## src/rtl/to_fp8_con_ctrl_pkg.sv

```systemverilog
// Shared constants for the FP4/FP8/FP16 -> FP9 conversion controller:
// operand type codes, bus widths and FSM state encodings.
package to_fp8_con_ctrl_pkg;

  // Operand bus and element widths
  localparam int MATRIX_BUS_WIDTH = 32;
  localparam int EL_WIDTH         = 9;
  localparam int OUT_WIDTH        = 4 * EL_WIDTH;
  localparam int CONV_WIDTH       = 8 * EL_WIDTH;

  // Operand type codes carried on type_ab
  localparam logic [4:0] FP4  = 5'd1;
  localparam logic [4:0] FP8  = 5'd2;
  localparam logic [4:0] FP16 = 5'd3;

  // FP8 subtype codes carried on type_ab_sub
  localparam logic [2:0] FP8E4M3 = 3'd0;
  localparam logic [2:0] FP8E5M2 = 3'd1;

  // Controller states. The mode of an open group is implied by the state:
  // S_FP4_HI owes the upper FP4 beat, S_FP16_H1 holds the first FP16 half.
  typedef enum logic [1:0] {
    S_IDLE    = 2'd0,
    S_FP4_HI  = 2'd1,
    S_FP16_H1 = 2'd2
  } state_e;

  // True for the FP8 subtypes the converter understands
  function automatic logic fp8_sub_ok(input logic [2:0] sub);
    return (sub == FP8E4M3) || (sub == FP8E5M2);
  endfunction

endpackage

```

## src/rtl/to_fp8_con_ctrl_out_reg.sv

```systemverilog
// Valid/ready output register: a load replaces the beat (even while one is
// leaving), the beat holds while the consumer stalls, clear drops valid.
module to_fp8_out_reg #(
  parameter int W = 36
) (
  input  logic         clk,
  input  logic         rst_n,
  input  logic         clear,
  input  logic         load,
  input  logic [W-1:0] load_data,
  input  logic         out_ready,
  output logic         out_valid,
  output logic [W-1:0] out_data
);

  // Valid flag: clear wins, a load sets it, a leaving beat with no load drops it
  always_ff @(posedge clk or negedge rst_n) begin
    if (!rst_n) begin
      out_valid <= 1'b0;
    end else if (clear) begin
      out_valid <= 1'b0;
    end else if (load) begin
      out_valid <= 1'b1;
    end else if (out_valid && out_ready) begin
      out_valid <= 1'b0;
    end
  end

  // Data register: only written on a load, otherwise holds its value
  always_ff @(posedge clk or negedge rst_n) begin
    if (!rst_n) begin
      out_data <= '0;
    end else if (!clear && load) begin
      out_data <= load_data;
    end
  end

endmodule

```

## src/rtl/to_fp8_con_ctrl.sv

```systemverilog
// Sequencing controller for the FP4/FP8/FP16 -> FP9 (E5M3) conversion path.
// Input words are handed to an external combinational converter; its result
// is packed into 36-bit beats of four 9-bit elements.
//
// Handshake rules (both sides): a transfer happens on a rising edge where
// valid and ready are both 1. The producer holds valid and data until the
// transfer; ready here never depends on valid. out_data_o is stable while
// out_valid_o=1 and out_ready_i=0.
module to_fp8_con_ctrl
  import to_fp8_con_ctrl_pkg::*;
#(
  parameter int IN_W  = MATRIX_BUS_WIDTH,
  parameter int EL_W  = EL_WIDTH,
  parameter int OUT_W = 4 * EL_W
) (
  input  logic                clk,
  input  logic                rst_n,
  input  logic [4:0]          type_ab,
  input  logic [2:0]          type_ab_sub,
  input  logic                flush_i,
  input  logic                in_valid_i,
  output logic                in_ready_o,
  input  logic [IN_W-1:0]     in_data_i,
  output logic [IN_W-1:0]     conv_data_o,
  input  logic [8*EL_W-1:0]   conv_res_i,
  output logic                out_valid_o,
  input  logic                out_ready_i,
  output logic [OUT_W-1:0]    out_data_o,
  output logic                err_o
);

  state_e             state_q;
  state_e             state_d;
  logic [OUT_W-1:0]   hi_buf;
  logic [2*EL_W-1:0]  half_buf;
  logic               err_q;

  logic               accept;
  logic               beat_leave;
  logic               is_fp4;
  logic               is_fp8_ok;
  logic               is_fp16;
  logic               out_load;
  logic [OUT_W-1:0]   out_load_data;
  logic               hi_ld;
  logic               half_ld;
  logic               err_d;

  // The converter sees the input word directly
  assign conv_data_o = in_data_i;

  // Type decode of the word currently presented
  assign is_fp4    = (type_ab == FP4);
  assign is_fp8_ok = (type_ab == FP8) && fp8_sub_ok(type_ab_sub);
  assign is_fp16   = (type_ab == FP16);

  // Ready: not while the upper FP4 beat is owed, not while flushing, and only
  // when the output register is free or being emptied this cycle
  assign in_ready_o = !flush_i && (state_q != S_FP4_HI) &&
                      (!out_valid_o || out_ready_i);
  assign accept     = in_valid_i && in_ready_o;
  assign beat_leave = out_valid_o && out_ready_i;
  assign err_o      = err_q;

  // State register
  always_ff @(posedge clk or negedge rst_n) begin
    if (!rst_n) begin
      state_q <= S_IDLE;
    end else begin
      state_q <= state_d;
    end
  end

  // Next-state logic; flush returns to idle and abandons any open group
  always_comb begin
    state_d = state_q;
    if (flush_i) begin
      state_d = S_IDLE;
    end else begin
      case (state_q)
        S_IDLE: begin
          if (accept && is_fp4) begin
            state_d = S_FP4_HI;
          end else if (accept && is_fp16) begin
            state_d = S_FP16_H1;
          end
        end
        S_FP4_HI: begin
          if (beat_leave) begin
            state_d = S_IDLE;
          end
        end
        S_FP16_H1: begin
          if (accept) begin
            state_d = S_IDLE;
          end
        end
        default: state_d = S_IDLE;
      endcase
    end
  end

  // Output decode: output-register loads, buffer captures and the drop flag
  always_comb begin
    out_load      = 1'b0;
    out_load_data = '0;
    hi_ld         = 1'b0;
    half_ld       = 1'b0;
    err_d         = 1'b0;
    if (!flush_i) begin
      case (state_q)
        S_IDLE: begin
          if (accept) begin
            if (is_fp4) begin
              out_load      = 1'b1;
              out_load_data = conv_res_i[OUT_W-1:0];
              hi_ld         = 1'b1;
            end else if (is_fp8_ok) begin
              out_load      = 1'b1;
              out_load_data = conv_res_i[OUT_W-1:0];
            end else if (is_fp16) begin
              half_ld       = 1'b1;
            end else begin
              err_d         = 1'b1;
            end
          end
        end
        S_FP4_HI: begin
          if (beat_leave) begin
            out_load      = 1'b1;
            out_load_data = hi_buf;
          end
        end
        S_FP16_H1: begin
          // Second FP16 word: its type is ignored, the open group decides
          if (accept) begin
            out_load      = 1'b1;
            out_load_data = {conv_res_i[2*EL_W-1:0], half_buf};
          end
        end
        default: ;
      endcase
    end
  end

  // Group buffers and the registered drop pulse; flush leaves buffers alone
  always_ff @(posedge clk or negedge rst_n) begin
    if (!rst_n) begin
      hi_buf   <= '0;
      half_buf <= '0;
      err_q    <= 1'b0;
    end else begin
      if (hi_ld) begin
        hi_buf <= conv_res_i[8*EL_W-1:OUT_W];
      end
      if (half_ld) begin
        half_buf <= conv_res_i[2*EL_W-1:0];
      end
      err_q <= err_d;
    end
  end

  to_fp8_out_reg #(
    .W (OUT_W)
  ) u_out_reg (
    .clk       (clk),
    .rst_n     (rst_n),
    .clear     (flush_i),
    .load      (out_load),
    .load_data (out_load_data),
    .out_ready (out_ready_i),
    .out_valid (out_valid_o),
    .out_data  (out_data_o)
  );

endmodule

```

## config.mk

```make
export PLATFORM = sky130hd
export DESIGN_NAME = to_fp8_con_ctrl
export DESIGN_NICKNAME = d
export VERILOG_FILES = /design/src/rtl/to_fp8_con_ctrl_pkg.sv /design/src/rtl/to_fp8_con_ctrl_out_reg.sv /design/src/rtl/to_fp8_con_ctrl.sv
export SDC_FILE = /design/constraint.sdc
export NUM_CORES = 1
export LEC_CHECK = 0
export CORE_ASPECT_RATIO = 1.4
export CORE_MARGIN = 3
export CORE_UTILIZATION = 40
export CTS_BUF_LIST = sky130_fd_sc_hd__clkbuf_4 sky130_fd_sc_hd__clkbuf_8
export DETAILED_ROUTE_END_ITERATION = 7
export PLACE_DENSITY = 0.82
export SYNTH_ARGS = -nofsm -noshare
export SYNTH_HDL_FRONTEND = slang
export SYNTH_SLANG_ARGS = --single-unit
```

## constraint.sdc

```tcl
create_clock -name clk -period 1.8 [get_ports clk]
set_input_delay 0.54 -clock clk [delete_from_list [all_inputs] [get_ports clk]]
set_output_delay 0.54 -clock clk [all_outputs]
set_load 0.02 [all_outputs]
```

==> summary.txt <==
Timing
  • Final setup fails: 48
  • Setup TNS: -2.603 ns
  • Slew Limit Fails: 0
  • Min Tclk post-route: 1.924 ns
  • Max Clk Rate: 0.5198 GHz
  • Final WS setup: -0.1238 ns
  • RSZ-0062 raised after global routing: yes
  • Slew margin rel.: 64.01%
  • Final period utilization: 106.9%
  • Fin. Hold Viols: 0
  • Worst-Margin Slew: 0.5399 ns
  • Worst Clk Skew: 0.008783 ns

Critical path
  • Critical Path Start: state_q[0]$_DFFE_PN0P_
  • Crit path DAT: 2.18 ns
  • Setup crit end kind: register
  • Startpoint type of the worst setup path: register
  • Reg2reg start: state_q[0]$_DFFE_PN0P_
  • Crit Path Class: reg2reg
  • Critical Path Fanout Max: 9
  • Req. time, crit path: 2.06 ns

Power
  • Pwr Density: 807.2 nW/um^2
  • VDD IR max: 0.5578 mV
  • Leakage: 3.151 nW

Layout
  • Share of post-route cells with drive strength above 1: 43.93%
  • Post-layout util: 67.63%
  • Area growth, synth to finish: 62.37%
  • Design area: 7785 um^2
  • Commonest non-fill, non-tap cell in the layout: dfrtp_1
  • Diodes inserted: 0
  • Most frequent cells in the layout: dfrtp_1 (93), clkdlybuf4s50_1 (72), mux2_2 (51)
  • # fillers: 801
  • Sequential Area: 2354 um^2
  • NumNets Final: 647
  • Area of the multi-input gates: 2699 um^2

Detailed routing
  • Drc violations: 0
  • DR vias/cell: 6.364
  • First-pass detailed-route iteration total: 5
  • Initial DRC Count: 396
  • WL/cell: 27.76 um
  • Antenna viol nets, final: 0
  • Routed wire length: 18850 um
  • Vias: 4321

Yosys
  • Distinct cells, synth: 30
  • Syn. warnings: 0
  • Synth top area cells: dfrtp_1 (49%), mux2_2 (13%), a31oi_2 (7.8%)
  • Post-Syn Area: 4795 um^2
  • Post-synthesis sequential area ratio: 49.06%
  • Post-synth net total: 513
  • Yosys top cell area share: 49.06%
  • Cell type with the largest total area after synthesis: dfrtp_1
  • Count of state elements after synthesis: 94
  • Avg Synthesized Cell Area: 12.11 um^2
  • Synth Instances: 396

GRT
  • Routing usage on met2: 45.07%
  • Initial antenna violation count: 0
  • Largest net degree at the start of global routing: 95
  • Remaining global-route overflow: 0
  • First-pass GRT wire length: 26370 um
  • Vias in the first global route: 4534
  • Grt met3 use: 3.452%
  • Busiest grt layer: met2
  • Global Route Usage Sum: 26.01%
  • Global Route met1 Usage: 29.37%

Clock network
  • CTS tree: yes
  • Clk_lat worst skew: 0.38 ns
  • CTS HTree Levels: 3
  • CTS sink cnt: 94
  • Clock root cell: clkbuf_8
  • CTS buffer count: 9
  • Reg clk slew, reported paths: 0.10 ns
  • CTS max path bufs: 2

Die
  • Die X: 98.53 um
  • # IOs: 188
  • Core Area: 11510 um^2
  • Die H: 135.5 um
  • Initial core utilization: 41.65%
  • Site Rows: 46
  • Die area: 13350 um^2

Place
  • Placer Congestion: 0.8420
  • DP Worst Slack: -0.6696 ns
  • Placed cell areas: 6162 um^2
  • I/O Buffers: 122
  • DP HPWL: 9904 um

Outcome
  • Violations in the final reports: setup timing
  • Status: finished, violations left

Run
  • Total of max-cap violations: 0

Worst hold path
  • Worst min path class: in2async
==> cells by family (layout without fill, tap and decap cells) <==
group	after synthesis	after routing	share of synthesized area (%)
compound gates	116	116	22.23
buf+inv	73	212	9.421
flops	94	94	49.06
mux	54	54	12.68
simple gates	59	59	6.602
==> layer usage <==
layer / part of all wire [%] / vias to the layer above
met5: 0 / -
met4: 7.9 / 0
met3: 6.3 / 110
met2: 52 / 264
met1: 34 / 2152
li1: - / 1795
==> synthesized netlist by cell type <==
master and number:
inv_1 2, nand2b_1 2, a21oi_4 1, a31oi_1 6
dfrtp_1 94, and4b_1 1, nand3_1 38, buf_2 10
nand4b_1 1, buf_6 6, a22oi_1 36, a41o_1 1
or4b_1 1, a22o_1 1, nor2_1 2, nand2_1 5
nor2b_1 1, and3_1 1, a221oi_1 36, a21o_1 2
nor4_2 1, buf_4 32, a21oi_1 2, mux2_2 54
clkbuf_1 23, nor3_1 3, a31oi_2 30, nor2_2 1
a211oi_1 1, or3_1 2
==> state kept, by name (all words and copies together), names as in the netlist <==
| register | flops |
|---|---|
| u_out_reg.out_data | 36 |
| u_out_reg.out_valid | 1 |
| hi_buf | 36 |
| half_buf | 18 |
| err_o | 1 |
| state_q | 2 |
==> path summary, 6_finish.rpt <==
check | slack [ns] | to | cells after the start
min in group clk | 0.51 | half_buf[8]$_DFFE_PN0P_ | 1
max in group asynchronous | 1.18 | u_out_reg.out_data[28]$_DFFE_PN0P_ | 2
min reg2reg | 0.51 | half_buf[8]$_DFFE_PN0P_ | 1
min | 0.17 | hi_buf[2]$_DFFE_PN0P_ | 2
max | -0.12 | u_out_reg.out_data[2]$_DFFE_PN0P_ | 7
max reg2reg | -0.12 | u_out_reg.out_data[2]$_DFFE_PN0P_ | 7
==> layout make-up <==
| class | count | area share [%] |
|---|---|---|
| multi-input cells | 229 | 34.67 |
| flip-flops and latches | 94 | 30.23 |
| repair buffers | 194 | 30.04 |
| well taps | 144 | 2.314 |
| clock buffers | 11 | 1.864 |
| clock inverters | 5 | 0.7554 |
| inverters | 2 | 0.1286 |
==> per-stage QoR <==
stage,power (mW),instances,hold slack (ns)
2_1_floorplan,3.660,396,0.2444
3_3_place_gp,4.465,621,0.4896
3_5_place_dp,4.520,621,0.4958
4_1_cts,5.972,674,0.2236
5_1_grt,6.504,679,0.2343
6_report,6.284,679,0.1736
==> power by group <==
part / switching, mW / internal (mW)
Sequential: 0.337 / 2.50
Combinational: 0.939 / 1.01
Clock: 0.800 / 0.696
Total: 2.08 / 4.21
==> critical path: stages (launching register included) <==
cell and delay, ns:
dfrtp_1 0.41, buf_6 0.14, and4b_1 0.20, a41o_1 0.24
buf_4 0.19, clkbuf_16 0.20, a221oi_2 0.36, a31oi_4 0.05
==> repair_timing <==
| item | CTS | global route |
|---|---|---|
| setup buffers | 24 | 2 |
| setup endpoints to repair | 130 | 74 |
| pin swaps | 11 | 26 |
| hold buffers | 0 | 0 |
| gates resized for setup | 150 | 56 |
| cloned | 15 | 6 |
Power figures use the tool's default switching activity.
